--- src/rtl/efpga_cfg_pkg.sv ---
// Shared constants and types for the eFPGA configuration front-end.
// Covers the sync words, frame indices and decoder states.
package efpga_cfg_pkg;

  localparam logic [31:0] SYNC_WORD   = 32'hFAB0FAB1;
  localparam logic [31:0] DESYNC_WORD = 32'hFAB0FAB0;

  localparam int FRAME_W    = 28;
  localparam int NUM_FRAMES = 7;

  localparam int FR_OUTV = 0;
  localparam int FR_OE   = 1;
  localparam int FR_LOOP = 2;
  localparam int FR_A_LO = 3;
  localparam int FR_A_HI = 4;
  localparam int FR_B_LO = 5;
  localparam int FR_B_HI = 6;

  typedef enum logic [1:0] {
    DEC_UNSYNCED  = 2'd0,
    DEC_SYNC_ADDR = 2'd1,
    DEC_SYNC_DATA = 2'd2
  } dec_state_t;

endpackage

--- src/rtl/efpga_uart_rx.sv ---
// 8N1 UART receiver: input synchronizer, bit-timing FSM and one-cycle byte strobe.
// busy covers the span from the confirmed start bit through the stop-bit sample.
module efpga_uart_rx #(
  parameter int UART_DIV = 8
) (
  input  logic       CLK,
  input  logic       RST,
  input  logic       Rx,
  output logic       byte_vld,
  output logic [7:0] byte_data,
  output logic       busy
);

  localparam int CNT_W = $clog2(UART_DIV + 1);
  localparam logic [CNT_W-1:0] HALF_LAST = CNT_W'(UART_DIV / 2 - 1);
  localparam logic [CNT_W-1:0] FULL_LAST = CNT_W'(UART_DIV - 1);

  localparam logic [1:0] RX_IDLE  = 2'd0;
  localparam logic [1:0] RX_START = 2'd1;
  localparam logic [1:0] RX_DATA  = 2'd2;
  localparam logic [1:0] RX_STOP  = 2'd3;

  logic             rx_p0, rx_p1, rx_p2;
  logic [1:0]       state;
  logic [CNT_W-1:0] cnt;
  logic [2:0]       bit_cnt;
  logic [7:0]       shreg;
  logic             sample_data;

  // Stage p0/p1: synchronizer; p2 is the previous synced value for edge detection.
  always_ff @(posedge CLK) begin
    if (RST) begin
      rx_p0    <= 1'b1;
      rx_p1    <= 1'b1;
      rx_p2    <= 1'b1;
      state    <= RX_IDLE;
      cnt      <= '0;
      bit_cnt  <= '0;
      byte_vld <= 1'b0;
      busy     <= 1'b0;
    end else begin
      rx_p0    <= Rx;
      rx_p1    <= rx_p0;
      rx_p2    <= rx_p1;
      byte_vld <= 1'b0;
      case (state)
        RX_IDLE: begin
          cnt <= '0;
          if (rx_p2 && !rx_p1) state <= RX_START;
        end
        RX_START: begin
          if (cnt == HALF_LAST) begin
            cnt <= '0;
            if (rx_p1) begin
              state <= RX_IDLE;
            end else begin
              state   <= RX_DATA;
              busy    <= 1'b1;
              bit_cnt <= '0;
            end
          end else begin
            cnt <= cnt + 1'b1;
          end
        end
        RX_DATA: begin
          if (cnt == FULL_LAST) begin
            cnt     <= '0;
            bit_cnt <= bit_cnt + 1'b1;
            if (bit_cnt == 3'd7) state <= RX_STOP;
          end else begin
            cnt <= cnt + 1'b1;
          end
        end
        default: begin
          if (cnt == FULL_LAST) begin
            cnt      <= '0;
            busy     <= 1'b0;
            byte_vld <= rx_p1;
            state    <= RX_IDLE;
          end else begin
            cnt <= cnt + 1'b1;
          end
        end
      endcase
    end
  end

  assign sample_data = (state == RX_DATA) && (cnt == FULL_LAST);

  always_ff @(posedge CLK) begin
    if (sample_data) shreg <= {rx_p1, shreg[7:1]};
  end

  assign byte_data = shreg;

endmodule

--- src/rtl/efpga_top.sv ---
// eFPGA configuration front-end: UART / self-write / serial word sources,
// sync-word decoder, seven configuration frames and the top-edge pad shell.
module efpga_top
  import efpga_cfg_pkg::*;
#(
  parameter int UART_DIV     = 8,
  parameter int IDLE_TIMEOUT = 2048
) (
  input  logic        CLK,
  input  logic        RST,
  input  logic [27:0] O_top,
  output logic [27:0] I_top,
  output logic [27:0] T_top,
  output logic [55:0] A_config_C,
  output logic [55:0] B_config_C,
  input  logic        SelfWriteStrobe,
  input  logic [31:0] SelfWriteData,
  input  logic        Rx,
  output logic        ComActive,
  output logic        ReceiveLED,
  input  logic        s_clk,
  input  logic        s_data
);

  localparam int IDLE_W = $clog2(IDLE_TIMEOUT + 1);
  localparam logic [IDLE_W-1:0] IDLE_LAST = IDLE_W'(IDLE_TIMEOUT - 1);

  logic              byte_vld;
  logic [7:0]        byte_data;
  logic [1:0]        byte_cnt;
  logic [IDLE_W-1:0] idle_cnt;
  logic [23:0]       uart_acc;
  logic              uart_word_vld;
  logic              uart_pend_vld;
  logic [31:0]       uart_pend;

  logic              sclk_p0, sclk_p1, sclk_p2;
  logic              sdat_p0, sdat_p1;
  logic              ser_rise;
  logic [4:0]        ser_bit_cnt;
  logic [31:0]       ser_shreg;
  logic              ser_word_vld;
  logic              ser_pend_vld;
  logic [31:0]       ser_pend;

  logic              dec_vld;
  logic [31:0]       dec_word;
  logic              uart_grant;
  logic              ser_grant;
  dec_state_t        dec_state;
  logic [2:0]        addr_q;
  logic [FRAME_W-1:0] frame_q [NUM_FRAMES];
  logic [27:0]       O_q;

  efpga_uart_rx #(
    .UART_DIV (UART_DIV)
  ) u_uart_rx (
    .CLK       (CLK),
    .RST       (RST),
    .Rx        (Rx),
    .byte_vld  (byte_vld),
    .byte_data (byte_data),
    .busy      (ReceiveLED)
  );

  // UART word assembly: first byte lands in [31:24]; silence resets the byte position.
  assign uart_word_vld = byte_vld && (byte_cnt == 2'd3);

  always_ff @(posedge CLK) begin
    if (RST) begin
      byte_cnt <= '0;
      idle_cnt <= '0;
    end else if (byte_vld) begin
      byte_cnt <= byte_cnt + 2'd1;
      idle_cnt <= '0;
    end else if (idle_cnt == IDLE_LAST) begin
      byte_cnt <= '0;
    end else begin
      idle_cnt <= idle_cnt + 1'b1;
    end
  end

  always_ff @(posedge CLK) begin
    if (byte_vld)      uart_acc  <= {uart_acc[15:0], byte_data};
    if (uart_word_vld) uart_pend <= {uart_acc, byte_data};
  end

  // Stage p0/p1: serial port synchronizers; sclk_p2 holds the previous synced clock.
  always_ff @(posedge CLK) begin
    if (RST) begin
      sclk_p0     <= 1'b0;
      sclk_p1     <= 1'b0;
      sclk_p2     <= 1'b0;
      ser_bit_cnt <= '0;
    end else begin
      sclk_p0 <= s_clk;
      sclk_p1 <= sclk_p0;
      sclk_p2 <= sclk_p1;
      if (ser_rise) ser_bit_cnt <= ser_bit_cnt + 5'd1;
    end
  end

  assign ser_rise     = sclk_p1 && !sclk_p2;
  assign ser_word_vld = ser_rise && (ser_bit_cnt == 5'd31);

  always_ff @(posedge CLK) begin
    sdat_p0 <= s_data;
    sdat_p1 <= sdat_p0;
    if (ser_rise)     ser_shreg <= {ser_shreg[30:0], sdat_p1};
    if (ser_word_vld) ser_pend  <= {ser_shreg[30:0], sdat_p1};
  end

  // A newly completed word replaces whatever that source still has pending.
  always_ff @(posedge CLK) begin
    if (RST) begin
      uart_pend_vld <= 1'b0;
      ser_pend_vld  <= 1'b0;
    end else begin
      if (uart_word_vld)   uart_pend_vld <= 1'b1;
      else if (uart_grant) uart_pend_vld <= 1'b0;
      if (ser_word_vld)    ser_pend_vld  <= 1'b1;
      else if (ser_grant)  ser_pend_vld  <= 1'b0;
    end
  end

  always_comb begin
    dec_vld    = 1'b0;
    dec_word   = '0;
    uart_grant = 1'b0;
    ser_grant  = 1'b0;
    if (SelfWriteStrobe) begin
      dec_vld  = 1'b1;
      dec_word = SelfWriteData;
    end else if (uart_pend_vld) begin
      dec_vld    = 1'b1;
      dec_word   = uart_pend;
      uart_grant = 1'b1;
    end else if (ser_pend_vld) begin
      dec_vld   = 1'b1;
      dec_word  = ser_pend;
      ser_grant = 1'b1;
    end
  end

  // Decoder: address/data word pairs once synced; address 7 matches no frame.
  always_ff @(posedge CLK) begin
    if (RST) begin
      dec_state <= DEC_UNSYNCED;
      addr_q    <= '0;
      for (int i = 0; i < NUM_FRAMES; i++) frame_q[i] <= '0;
    end else if (dec_vld) begin
      case (dec_state)
        DEC_UNSYNCED: begin
          if (dec_word == SYNC_WORD) dec_state <= DEC_SYNC_ADDR;
        end
        DEC_SYNC_ADDR: begin
          if (dec_word == DESYNC_WORD) begin
            dec_state <= DEC_UNSYNCED;
          end else if (dec_word != SYNC_WORD) begin
            addr_q    <= dec_word[2:0];
            dec_state <= DEC_SYNC_DATA;
          end
        end
        DEC_SYNC_DATA: begin
          for (int i = 0; i < NUM_FRAMES; i++) begin
            if (addr_q == 3'(i)) frame_q[i] <= dec_word[FRAME_W-1:0];
          end
          dec_state <= DEC_SYNC_ADDR;
        end
        default: dec_state <= DEC_UNSYNCED;
      endcase
    end
  end

  always_ff @(posedge CLK) begin
    O_q <= O_top;
  end

  assign I_top      = (frame_q[FR_LOOP] & O_q) | (~frame_q[FR_LOOP] & frame_q[FR_OUTV]);
  assign T_top      = ~frame_q[FR_OE];
  assign A_config_C = {frame_q[FR_A_HI], frame_q[FR_A_LO]};
  assign B_config_C = {frame_q[FR_B_HI], frame_q[FR_B_LO]};
  assign ComActive  = (dec_state != DEC_UNSYNCED);

endmodule

--- config.mk ---
export PLATFORM = sky130hd
export DESIGN_NAME = efpga_top
export DESIGN_NICKNAME = d
export VERILOG_FILES = /design/src/rtl/efpga_cfg_pkg.sv /design/src/rtl/efpga_uart_rx.sv /design/src/rtl/efpga_top.sv
export SDC_FILE = /design/constraint.sdc
export NUM_CORES = 1
export LEC_CHECK = 0
export ABC_CLOCK_PERIOD_IN_PS = 6400
export BUFFER_PORTS_ARGS = -buffer_cell sky130_fd_sc_hd__buf_4
export CELL_PAD_IN_SITES_DETAIL_PLACEMENT = 0
export CELL_PAD_IN_SITES_GLOBAL_PLACEMENT = 1
export CORE_MARGIN = 4
export CORE_UTILIZATION = 40
export CTS_BUF_LIST = sky130_fd_sc_hd__clkbuf_4 sky130_fd_sc_hd__clkbuf_8 sky130_fd_sc_hd__clkbuf_16
export CTS_CLUSTER_DIAMETER = 30
export CTS_CLUSTER_SIZE = 40
export DETAILED_ROUTE_END_ITERATION = 7
export GPL_ROUTABILITY_DRIVEN = 0
export GPL_TIMING_DRIVEN = 0
export HOLD_SLACK_MARGIN = 0.08
export PLACE_DENSITY = 0.69
export SETUP_SLACK_MARGIN = 0.05
export SKIP_CTS_REPAIR_TIMING = 1
export SYNTH_ARGS = -nofsm -noshare
export SYNTH_HDL_FRONTEND = slang
export SYNTH_SLANG_ARGS = --single-unit
--- constraint.sdc ---
create_clock -name CLK -period 6.4 [get_ports CLK]
set_clock_uncertainty 0.2 [all_clocks]
set_input_delay 1.6 -clock CLK [delete_from_list [all_inputs] [get_ports CLK]]
set_output_delay 1.6 -clock CLK [all_outputs]
set_load 0.005 [all_outputs]
==> results.md, run 1 <==
* Status: complete, no violations
* Largest family of logic cells by synthesized area: simple AND/OR/NAND/NOR gates
* Routed len/inst at 20.9 um
* Crit path capture type: register
* Largest net degree at the start of global routing at 34
* Critical Path RT at 6.32 ns
* Root Buffer: clkbuf_16
* Async SR Flop Fraction at 0%
* Post-synth cell types at 46
* Setup-failing EPs final at 0
* Min Tclk post-route at 3.79 ns
* Detail Placement HPWL at 26,900 um
* Maxcap violations at 0
* Via/cell ratio at 4.88
* Worst slew pin tran at 0.979 ns
* Core ar. at 0.0358 mm2
* Wirelength, routed at 39,300 um
* Crit Path Category: in2reg
* Period utilisation layout at 59.3%
* Lkg Pwr at 7.63 nW
* Max-Slew Margin vs Limit at 34.8%
* Post-Syn Instances at 1,034
* ANT nets after route at 0
* Pwr/cell area at 372 mW/mm2
* CTS clk-pin slew, worst paths at 0.05 ns
* CTS Buf Count at 83
* Post-synthesis xor/xnor area fraction at 0.777%
* Slew Viols, Final at 0
* Gr ovfl total at 0
* CP startpoint kind: primary input
* Critical path origin: SelfWriteStrobe
* Worst hold start: sdat_p0
* CTS tree: built
* Die Width at 199 um
* CTS max path bufs at 3
* Die area at 0.0398 mm2
* Reg2reg start: uart_pend_vld
* Via count at 9,187
* Clock sinks at 396
* Most common cell after layout, fill and taps aside: edfxtp_1
* Antenna violations before repair at 0
* Critical path arrival at 3.71 ns
* Mean post-synth cell area at 14.2 um2
* Maximum VDD drop at 0.000205 V
* I/O Buffers at 233
* Simple-gate area share of the yosys netlist at 11.8%
* Nets at 1,428
* Die Y at 199 um
* First-pass GRT wire length at 57,100 um
* Syn Nets at 1,107
* Share of cells above drive strength 1 at 33.2%
* Clock latency at the later pin of the worst-skew pair at 0.57 ns
* Unrepaired setup endpoints after global routing: no
* Synth Cell Area at 0.0147 mm2
* Via count of the first global-routing pass at 9,242
* #FFs+latches synth at 396
* Tightest Hold Check Type: reg2reg
* Most frequent cells in the layout: edfxtp_1, buf_4, nor2_1, clkbuf_16
* Final Hold Vio Count at 0
* Worst Hold Depth at 0
* DRC at 0
* Layout Utilization at 55.4%
* DRT iter0 DRCs at 662
* Number of synthesized flops with an enable pin at 323
* Setup TNS at 0 ns
* DRT Pass-1 Iters at 5
* R2R depth at 6
* Synthesis-to-finish area growth at 35.5%
* Synth Area in Adders at 0.598%
* GRT Util Overall at 19.4%
* Final worst slack at 2.61 ns
* Compound-gate portion of the synthesized area at 4.07%
* Syn. warnings at 0
* Primary FF master, synth: edfxtp_1
* DP Worst Slack at 1.84 ns
* ANT cells at 0
* Initial core utilization at 40.9%
* Rows at 69
* Seq/Total Area, Yosys at 76.2%
* Mux cell area share after synthesis at 2.71%
* I/O pin total at 236
* H-tree depth at 3
* Fmax at 264 MHz
* Max Fanout on Critical Path at 28
[where the power goes]
group	total (mW)	internal (mW)	switching, mW
Sequential	2.89	2.86	0.0278
Combinational	0.304	0.140	0.165
Clock	4.20	2.84	1.35
[stage by stage]
step	hold slack, ns	cell area [um2]	instances	power, mW
floorplan	0.110	14700	1034	3.04
global placement	0.114	17000	1728	3.24
detailed placement	0.112	17000	1729	3.24
CTS	0.123	19800	1881	7.46
global route	0.145	19900	1883	7.63
finish	0.123	19900	1883	7.39
[registers in the layout, indices dropped and copies added (netlist names), 2 cells and up]
signal / flops
idle_cnt: 12
addr_q: 3
byte_cnt: 2
ser_shreg: 31
frame_q: 196
dec_state: 2
u_uart_rx.state: 2
u_uart_rx.bit_cnt: 3
u_uart_rx.byte_data: 8
O_q: 28
ser_bit_cnt: 5
u_uart_rx.cnt: 4
ser_pend: 32
uart_acc: 24
uart_pend: 32
[metal layers]
metal | GRT usage, % | vias up | part of all wire (%) | wire [um]
met5 | 0 | - | 0 | 0
met4 | 6.77 | 0 | 2.5 | 971
met3 | 4.64 | 68 | 7.9 | 3090
met2 | 31.0 | 398 | 47 | 18300
met1 | 26.2 | 4435 | 43 | 16900
li1 | - | 4286 | - | -
[critical path: stages]
cell      delay (ns)
buf_4           0.14
nor3_1          0.63
nor3b_2         0.17
nor2b_1         0.21
nand2_1         0.12
buf_2           0.28
nand2b_2        0.53
[cells by family (layout without fill, tap and decap cells)]
| logic type | Yosys count | in the layout |
|---|---|---|
| compound gates | 96 | 96 |
| buf+inv | 133 | 521 |
| flops | 396 | 396 |
| simple gates | 353 | 353 |
| fa+ha+maj | 7 | 7 |
| mux | 36 | 36 |
| xor+xnor | 13 | 13 |
[synth_stat cells (all sizes together), types with 2 or more instances]
cell type,instances,area share [%]
nor2b,25,1.1
nand3,12,0.41
xnor2,7,0.42
a21oi,60,2.1
dfxtp,73,10
ha,7,0.60
nand2b,29,1.2
buf,27,1.2
nor2,200,5.1
a311oi,3,0.18
or2,17,0.73
a211oi,2,0.10
nand4b,2,0.12
edfxtp,323,66
nand4,8,0.34
mux2,29,2.2
nand2,16,0.43
clkbuf,33,0.85
o21ai,8,0.27
nand3b,30,1.5
inv,73,1.9
a2111oi,2,0.16
nor4,3,0.23
nor3,3,0.10
and3,4,0.17
mux2i,7,0.48
xor2,6,0.36
a22oi,2,0.10
a22o,11,0.66
a31oi,3,0.13
[final timing paths]
kind | to | slack, ns
setup reg to reg | frame_q[2][7] | 3.33
hold / removal | sdat_p1 | 0.12
hold reg to reg | sdat_p1 | 0.12
setup / recovery | frame_q[2][7] | 2.61
[cell type report]
cell class | count | area (um2)
fillers | 2966 | 16000
flip-flops and latches | 396 | 11200
multi-input cells | 505 | 2930
clock buffers | 99 | 2260
repair buffers | 236 | 1810
well taps | 461 | 577
clock inverters | 53 | 537
plain buffers | 60 | 302
inverters | 73 | 274
Note: power is estimated with default switching activity, not from simulation.
==> run 2: changes to the inputs <==
--- a/config.mk
+++ b/config.mk
@@ -5,7 +5,8 @@
 export SDC_FILE = /design/constraint.sdc
 export NUM_CORES = 1
 export LEC_CHECK = 0
-export ABC_CLOCK_PERIOD_IN_PS = 6400
+export ABC_AREA = 1
+export ABC_CLOCK_PERIOD_IN_PS = 3000
 export BUFFER_PORTS_ARGS = -buffer_cell sky130_fd_sc_hd__buf_4
 export CELL_PAD_IN_SITES_DETAIL_PLACEMENT = 0
 export CELL_PAD_IN_SITES_GLOBAL_PLACEMENT = 1
@@ -18,7 +19,7 @@
 export GPL_ROUTABILITY_DRIVEN = 0
 export GPL_TIMING_DRIVEN = 0
 export HOLD_SLACK_MARGIN = 0.08
-export PLACE_DENSITY = 0.69
+export PLACE_DENSITY = 0.73
 export SETUP_SLACK_MARGIN = 0.05
 export SKIP_CTS_REPAIR_TIMING = 1
 export SYNTH_ARGS = -nofsm -noshare
==> constraint.sdc (replaced) <==
create_clock -name CLK -period 3 [get_ports CLK]
set_clock_uncertainty 0.2 [all_clocks]
set_input_delay 0.75 -clock CLK [delete_from_list [all_inputs] [get_ports CLK]]
set_output_delay 0.75 -clock CLK [all_outputs]
set_load 0.005 [all_outputs]
==> results.md, run 2 <==
* Power, Total at 15.4 mW (+110%)
* Max reg flops at 196 (unchanged)
* Detail Placement HPWL at 25,500 um (-5.2%)
* Tightest Hold Check Type: in2reg
* Cell taking the most area after synthesis: edfxtp_1
* DRC at 0 (unchanged)
* Share of cells above drive strength 1 at 30.9% (-2.3 points)
* Root Buffer: clkbuf_16
* Worst hold margin at 0.105 ns (-0.0179 ns)
* Worst slew pin tran at 1.34 ns (+0.357 ns)
* Clock sinks at 396 (unchanged)
* Crit Path Category: reg2reg
* Post-synth cell types at 38 (-17%)
* #FFs+latches synth at 396 (unchanged)
* Crit path capture type: register
* CTS clk-pin slew, worst paths at 0.04 ns (about the same)
* Min Tclk post-route at 2.76 ns
* Period utilisation layout at 92.0%
* Seq/Total Area, Yosys at 76.6% (+0.43 points)
* Pwr/cell area at 771 mW/mm2 (+110%)
* Post-Syn Instances at 1,114 (+7.7%)
* ANT cells at 0 (unchanged)
* CTS tree: built
* DRT iter0 DRCs at 694 (+4.8%)
* Finished Layout Cells at 1,984 (+5.4%)
* Max Fanout on Critical Path at 28 (unchanged)
* Die Y at 199 um (-0.27%)
* Count leader, synth: edfxtp_1
* Setup-failing EPs final at 0 (unchanged)
* Async SR Flop Fraction at 0% (unchanged)
* Cells after DPL at 1,811 (+4.7%)
* Nets at 1,531 (+7.2%)
* Max-Slew Margin vs Limit at 10.9% (-24 points)
* Die Width at 199 um (-0.27%)
* CTS Buf Count at 79 (-4.8%)
* Via/cell ratio at 4.76 (-2.3%)
* Syn Nets at 1,187 (+7.2%)
* Most common cell after layout, fill and taps aside: edfxtp_1
* I/O Buffers at 234 (+0.43%)
* Syn. warnings at 0 (unchanged)
* Maximum VDD drop at 0.000441 V (+120%)
* Wirelength, routed at 37,300 um (-5.2%)
* Unrepaired setup endpoints after global routing: no
* First-pass GRT wire length at 54,700 um (-4.2%)
* Critical path arrival at 2.77 ns (-0.94 ns)
* CP startpoint kind: register
* CTS max path bufs at 3 (unchanged)
* Largest regs: frame_q x196, ser_pend x32, uart_pend x32
* Mean post-synth cell area at 13.1 um2 (-7.7%)
* Post-synth top cells: edfxtp_1, nor2_1, nand2_1
* Lkg Pwr at 7.97 nW (+4.5%)
* I/O pin total at 236 (unchanged)
* Die area at 0.0395 mm2 (-0.54%)
* Primary FF master, synth: edfxtp_1
* Maxcap violations at 0 (unchanged)
* DRT Pass-1 Iters at 5 (unchanged)
* Via count of the first global-routing pass at 9,367 (+1.4%)
* Initial core utilization at 40.8% (-0.13 points)
* Most frequent cells in the layout: edfxtp_1, nor2_1, buf_4, nand2_1, inv_1
* Gr ovfl total at 0 (unchanged)
* Final Hold Vio Count at 0 (unchanged)
* Fmax at 362 MHz
* Top cells by area, synth: edfxtp_1, dfxtp_1, nor2_1
* H-tree depth at 3 (unchanged)
* Critical Path RT at 3.01 ns (-3.31 ns)
* ANT nets after route at 0 (unchanged)
* Slew Viols, Final at 0 (unchanged)
* Synth Cell Area at 0.0146 mm2 (-0.56%)
* Yosys top cell area share at 66.6% (+0.38 points)
* Synthesis-to-finish area growth at 37.0%
* Clock latency at the later pin of the worst-skew pair at 0.58 ns (about the same)
* Rows at 69 (unchanged)
* GRT Util Overall at 18.4% (-0.97 points)
* Via count at 9,453 (+2.9%)
* Routed len/inst at 18.8 um (-10%)
* Status: complete, no violations
* Core ar. at 0.0357 mm2 (-0.24%)
* Layout Utilization at 55.8% (+0.41 points)
* Most flops, register: frame_q
* Number of synthesized flops with an enable pin at 323 (unchanged)
* Antenna violations before repair at 0 (unchanged)
* Largest net degree at the start of global routing at 34 (unchanged)
[run 2: metrics by stage]
stage	setup TNS [ns]	setup slack [ns]	cell area, um2
after floorplan	-3.91	-0.0525	14600
after global placement	-163.00	-0.915	16900
after detailed placement	-137.77	-0.955	17000
after CTS	-57.97	-0.482	19600
after global routing	0	0.0802	20000
final	0	0.240	20000
[run 2: final cells by class]
cell class              instances  area (um2)
multi-input cells             583        2880
repair buffers                263        2070
plain buffers                  39         231
clock buffers                  97        2200
flip-flops and latches        396       11200
clock inverters                49         472
inverters                      96         363
fillers                      2953       15800
well taps                     461         577
[run 2: critical path, stage by stage (launching register included)]
cell and delay (ns):
dfxtp_1 0.33, buf_6 0.16, buf_6 0.15, nor3_2 0.26, inv_1 0.14, nand3_1 0.16, inv_1 0.08, nand2_1 0.09
buf_4 0.19, buf_2 0.31, nand2_4 0.32
[run 2: kinds of logic (layout without fill, tap and decap cells)]
family,after synthesis,in the layout,synth area share (%)
xor+xnor,10,10,0.601
flops,396,396,76.6
simple gates,458,458,13.0
fa+ha+maj,7,7,0.601
compound gates,80,80,2.96
mux,28,28,2.16
buf+inv,135,544,4.08
[run 2: path summary, 6_finish.rpt]
| kind | slack (ns) | startpoint | endpoint | depth (start not counted) |
|---|---|---|---|---|
| worst max-delay path | 0.24 | uart_pend_vld | frame_q[4][8] | 10 |
| worst min-delay path | 0.10 | O_top[0] | O_q[0] | 1 |
| worst max register to register | 0.24 | uart_pend_vld | frame_q[4][8] | 10 |
| worst min register to register | 0.12 | sdat_p0 | sdat_p1 | 0 |
[run 2: layer usage]
layer / global-route usage [%] / routed length [um] / up-vias
met5: 0 / 0 / -
met3: 4.49 / 2860 / 64
li1: - / - / 4482
met2: 30.1 / 18100 / 387
met4: 6.18 / 814 / 0
met1: 24.3 / 15500 / 4520
[run 2: report_power, final]
part	total, mW	switching, mW	internal [mW]
Clock	8.61	2.85	5.76
Combinational	0.648	0.362	0.286
Sequential	6.14	0.0543	6.08
